===== config.mk =====
export PLATFORM = sky130hd
export DESIGN_NAME = friet_permutation_host_driver
export DESIGN_NICKNAME = d
export VERILOG_FILES = /design/src/rtl/friet_permutation_host_driver.sv
export SDC_FILE = /design/constraint.sdc
export NUM_CORES = 2
export LEC_CHECK = 0
export ABC_CLOCK_PERIOD_IN_PS = 54000
export CAP_MARGIN = 30
export CORE_ASPECT_RATIO = 0.5
export CORE_UTILIZATION = 35
export CTS_BUF_LIST = sky130_fd_sc_hd__clkbuf_8
export DETAILED_ROUTE_END_ITERATION = 16
export GPL_ROUTABILITY_DRIVEN = 0
export GPL_TIMING_DRIVEN = 0
export HOLD_SLACK_MARGIN = 0.05
export PLACE_DENSITY = 0.65
export SLEW_MARGIN = 20
export SYNTH_ARGS = -nofsm -noshare
export SYNTH_HDL_FRONTEND = slang
export SYNTH_SLANG_ARGS = --single-unit

===== constraint.sdc =====
create_clock -name clk -period 54 [get_ports clk]
set_input_delay 13.5 -clock clk [delete_from_list [all_inputs] [get_ports clk]]
set_output_delay 13.5 -clock clk [all_outputs]
set_load 0.02 [all_outputs]

===== src/rtl/friet_permutation_host_driver.sv =====
// ---------------------------------------------------------------------------
// friet_permutation_host_driver
//
// Host-side initiator for the streaming Friet permutation core. A 384-bit
// state is captured in parallel, streamed to the core least-significant
// word first, the core is started, and the permuted state is drained back
// (again least-significant word first) and presented in parallel.
//
// Parameters:
//   BUFFER_LENGTH  stream word width; must divide 384 (1..128, powers of 2)
//
// Ports:
//   clk                  rising-edge clock
//   arst                 asynchronous reset, active-high
//   host_start           request a permutation (sampled in IDLE only)
//   host_state_in        state to permute, captured on accepted host_start
//   host_state_out       permuted state, updated together with host_done
//   host_done            one-cycle pulse when host_state_out is updated
//   host_busy            high in every state except IDLE
//   core_start           one-cycle start pulse to the core
//   core_data_in_valid   word on core_data_in is written this cycle
//   core_data_in         word to the core
//   core_data_in_ready   core accepts input words
//   core_data_out_ready  driver accepts output words (high in UNLOAD)
//   core_data_out        word from the core
//   core_data_out_valid  core_data_out holds a word
//   core_finish          core permutation complete pulse
//   core_free            core idle
// ---------------------------------------------------------------------------
module friet_permutation_host_driver #(
    parameter int unsigned BUFFER_LENGTH = 8
) (
    input  logic                     clk,
    input  logic                     arst,
    input  logic                     host_start,
    input  logic [383:0]             host_state_in,
    output logic [383:0]             host_state_out,
    output logic                     host_done,
    output logic                     host_busy,
    output logic                     core_start,
    output logic                     core_data_in_valid,
    output logic [BUFFER_LENGTH-1:0] core_data_in,
    input  logic                     core_data_in_ready,
    output logic                     core_data_out_ready,
    input  logic [BUFFER_LENGTH-1:0] core_data_out,
    input  logic                     core_data_out_valid,
    input  logic                     core_finish,
    input  logic                     core_free
);

    localparam int unsigned STATE_W = 384;
    localparam int unsigned WORDS   = STATE_W / BUFFER_LENGTH;
    localparam int unsigned CNT_W   = (WORDS > 1) ? $clog2(WORDS) : 1;
    localparam logic [CNT_W-1:0] LAST_WORD = CNT_W'(WORDS - 1);

    typedef enum logic [2:0] {
        S_IDLE,
        S_WAIT_FREE,
        S_LOAD,
        S_START,
        S_RUN,
        S_UNLOAD,
        S_DONE
    } state_t;

    state_t             state;
    logic [CNT_W-1:0]   cnt;
    logic [STATE_W-1:0] tx_sr;
    logic [STATE_W-1:0] rx_sr;
    logic [STATE_W-1:0] rx_next;
    logic               load_beat;
    logic               unload_beat;

    // A load beat needs the core both ready and free; stalled cycles leave
    // tx_sr untouched so core_data_in holds its word.
    always_comb begin
        load_beat          = (state == S_LOAD) && core_data_in_ready && core_free;
        unload_beat        = core_data_out_valid && core_data_out_ready;
        rx_next            = {core_data_out, rx_sr[STATE_W-1:BUFFER_LENGTH]};
        core_data_in_valid = load_beat;
        core_data_in       = tx_sr[BUFFER_LENGTH-1:0];
    end

    always_ff @(posedge clk or posedge arst) begin
        if (arst) begin
            state               <= S_IDLE;
            cnt                 <= '0;
            tx_sr               <= '0;
            rx_sr               <= '0;
            host_state_out      <= '0;
            host_done           <= 1'b0;
            host_busy           <= 1'b0;
            core_start          <= 1'b0;
            core_data_out_ready <= 1'b0;
        end else begin
            core_start <= 1'b0;
            host_done  <= 1'b0;
            case (state)
                S_IDLE: begin
                    if (host_start) begin
                        tx_sr     <= host_state_in;
                        cnt       <= '0;
                        host_busy <= 1'b1;
                        state     <= core_free ? S_LOAD : S_WAIT_FREE;
                    end
                end
                S_WAIT_FREE: begin
                    if (core_free) begin
                        state <= S_LOAD;
                    end
                end
                S_LOAD: begin
                    if (load_beat) begin
                        tx_sr <= tx_sr >> BUFFER_LENGTH;
                        if (cnt == LAST_WORD) begin
                            cnt        <= '0;
                            core_start <= 1'b1;
                            state      <= S_START;
                        end else begin
                            cnt <= cnt + 1'b1;
                        end
                    end
                end
                S_START: begin
                    state <= S_RUN;
                end
                S_RUN: begin
                    if (core_finish) begin
                        core_data_out_ready <= 1'b1;
                        state               <= S_UNLOAD;
                    end
                end
                S_UNLOAD: begin
                    if (unload_beat) begin
                        rx_sr <= rx_next;
                        if (cnt == LAST_WORD) begin
                            // Result and done are registered on the edge into
                            // DONE so both are visible during the DONE cycle.
                            cnt                 <= '0;
                            core_data_out_ready <= 1'b0;
                            host_state_out      <= rx_next;
                            host_done           <= 1'b1;
                            state               <= S_DONE;
                        end else begin
                            cnt <= cnt + 1'b1;
                        end
                    end
                end
                S_DONE: begin
                    host_busy <= 1'b0;
                    state     <= S_IDLE;
                end
                default: begin
                    state <= S_IDLE;
                end
            endcase
        end
    end

endmodule


==> flow_summary.toml <==
[synth]
syn_avg_cell_area_um2 = 13.9
async_reset_ff_share_pct = 100
ys_top_cells_by_count = "dfrtp_1, mux2_2, nand2_1"
synthFlopType = "dfrtp_1"
ys_seq_elements = 1157
seq_area_frac_synth_pct = 62.4
synth-edff-count = 0
ys_warn_count = 0
synthCells = 3342
netlist.area_leader.share_pct = 62.4
yosysMostFrequentCell = "dfrtp_1"
yosys.area.top_type = "dfrtp_1"
synth_area_leaders = "dfrtp_1, mux2_2, mux2i_1"
syn_area_um2 = 46400
syn_nets = 3742
yosysUniqueCellTypes = 38

[global_routing]
grt_overflow = 0
grt.total_usage_pct = 20.6
grt_start_max_net_pins = 105
antenna_found_initial = 31
grt_first_pass_wirelength_um = 207000
grt_pass1_vias = 32100

[setup_path]
slowest_delay_ps = 670
crit_top_cell = "clkdlybuf4s50_1"
cp_max_fo = 3
path_delay_family = "buffers and inverters"
end_kind = "output port"
crit_slowest_cell = "clkdlybuf4s50_1"
cp.depth = 3
cp.arrival_ps = 14990
start_kind = "primary input"
worstRegToRegCells = 6
cp.required_ps = 40500
path_buf_inv = 2
path_cells = "clkdlybuf4s50_1, and3_1, clkdlybuf4s50_1"
crit_type = "in -> out"

[power]
clkPwrFrac_pct = 29.7
irDropWorstVdd_v = 0.0000227
pwr-share-seq_pct = 46.4
p_switching_uw = 778
p_per_area_nw_per_um2 = 39.6
p_int_uw = 1610
p_leak_uw = 0.0282
p_comb_share_pct = 23.9
power_switching_share_pct = 32.6

[drt]
drtAntennaViolNets = 0
drc_errors = 0
via_count = 30300
wl_um = 139000
drtIter0Drc = 1926
vias_per_cell = 4.86
dr.pass1.iters = 7
wl_per_cell_um = 22.3

[clock_network]
clock_sinks = 1157
post_cts_buffers = 0
htree_num_levels = 4
path_clk_slew_ps = 60
insertion_delay_ps = 850
clockBufferDepth = 3
cts_resized = 0
cts_buffers = 168
cts_hold_buf = 0
tritoncts = "done"
clock-root-buffer = "clkbuf_8"

[floorplan]
design.core.area_um2 = 130000
die_w_um = 517
row_count = 93
ios = 796
fp.dieArea_um2 = 134000
initial_core_util_pct = 35.6
die_h_um = 259

[timing]
rsz0062_at_grt = "false"
finClkSkew_ps = 45.9
finalHoldViolCount = 0
fin_crit_sh_pct = 52.8
timing.fmax_mhz = 35.1
finalMaxSlewViolations = 0
max_slew_margin_pct = 37.1
setup_viol = 0
period_needed_ps = 28490
worst_pin_slew_ps = 944

[placement]
place_area_um2 = 56900
dpl.hpwl_um = 105000
numPortBuffers = 795

[flow_run]
max-cap-violations = 0

[layout]
layout-drive-gt1-share_pct = 26.8
synthToLayoutAreaGrowth_pct = 30.0
final_nets = 4720
finalInstanceArea_um2 = 60300
final_core_util_pct = 46.3

[hold_path]
hp-class = "reg -> reg"
holdPathStages = 2

[status]
outcome = "completed"
[cells in the final DEF (no fill, tap or decap), drive strengths merged, types with 3 or more instances in the layout]
master and count:
dfrtp 1157, clkdlybuf4s50 795, mux2 761, nand2 381, o21ai 381, mux2i 377
clkbuf 258, buf 186, inv 66, diode 33, clkinv 14, a22o 9
nand3 6, nor2 6, nor3 5, clkinvlp 4, nand2b 3, nor2b 3
o221ai 3
[worst register-to-register path: stages, from the launching register on]
cell,delay [ps]
dfrtp_1,310
buf_2,220
nand2b_1,190
nor2_1,600
clkbuf_1,640
buf_2,400
mux2_2,370
[worst paths after layout]
| kind | end | slack [ps] | from |
|---|---|---|---|
| min in group asynchronous | host_state_out[382]$_DFFE_PP0P_ | 13100 | arst |
| worst max-delay path | core_data_in_valid | 25510 | core_data_in_ready |
| max in group asynchronous | tx_sr[285]$_DFFE_PP0P_ | 38680 | arst |
| worst min register to register | tx_sr[298]$_DFFE_PP0P_ | 480 | tx_sr[298]$_DFFE_PP0P_ |
| worst min-delay path | tx_sr[298]$_DFFE_PP0P_ | 480 | tx_sr[298]$_DFFE_PP0P_ |
| worst max register to register | rx_sr[284]$_DFFE_PP0P_ | 51160 | state[2]$_DFFE_PP0P_ |
[through the flow]
stage                     cells  setup TNS, ps  total power (uW)  hold WS (ps)  worst slack, ps
final                      6230              0              2390           481            25510
after global routing       6227              0              2520           503            25520
after CTS                  6197              0              2400           484            25530
after global placement     5894       -4248640              1660           462            -3850
after floorplan            3342              0              1490           449             7910
after detailed placement   5907              0              1690           470            25540
[flip-flops by register name, summed over array words and instances, names as in the netlist]
| register | flops |
|---|---|
| cnt | 6 |
| core_data_out_ready | 1 |
| core_start | 1 |
| host_state_out | 384 |
| tx_sr | 384 |
| rx_sr | 376 |
| host_busy | 1 |
| state | 3 |
| host_done | 1 |
[kinds of logic after synthesis]
logic type / share of synthesized area (%)
AO/OA/AOI/OAI: 4.51
AND/OR/NAND/NOR: 3.56
XOR/XNOR: 0.0189
buffers and inverters: 2.83
adder cells (fa/ha/maj): 0.0270
multiplexers: 26.6
flip-flops: 62.4
[final cells by class]
type,count,area [um2]
Timing Repair Buffer,808,8300
Clock buffer,209,2880
Fill cell,11700,69800
Buffer,222,1290
Multi-Input combinational cell,1959,16100
Inverter,4,22.5
Clock inverter,81,459
Antenna cell,33,82.6
Tap cell,1757,2200
Sequential cell,1157,29000
[power groups by stage]
stage	sequential, uW	clock (uW)	combinational, uW
detailed placement	1120	0	568
floorplan	1090	0	405
finish	1110	708	570
global route	1120	769	633
global placement	1120	0	545
CTS	1110	730	570
[per-layer routing]
layer | track usage [%] | routed length (um) | vias to the layer above
met5 | 0 | 10 | -
met1 | 24.8 | 55700 | 15500
met4 | 10.8 | 6060 | 2
li1 | - | - | 13700
met2 | 34.7 | 69800 | 755
met3 | 4.62 | 7220 | 267
No activity file was read; power rests on OpenSTA's default activity.
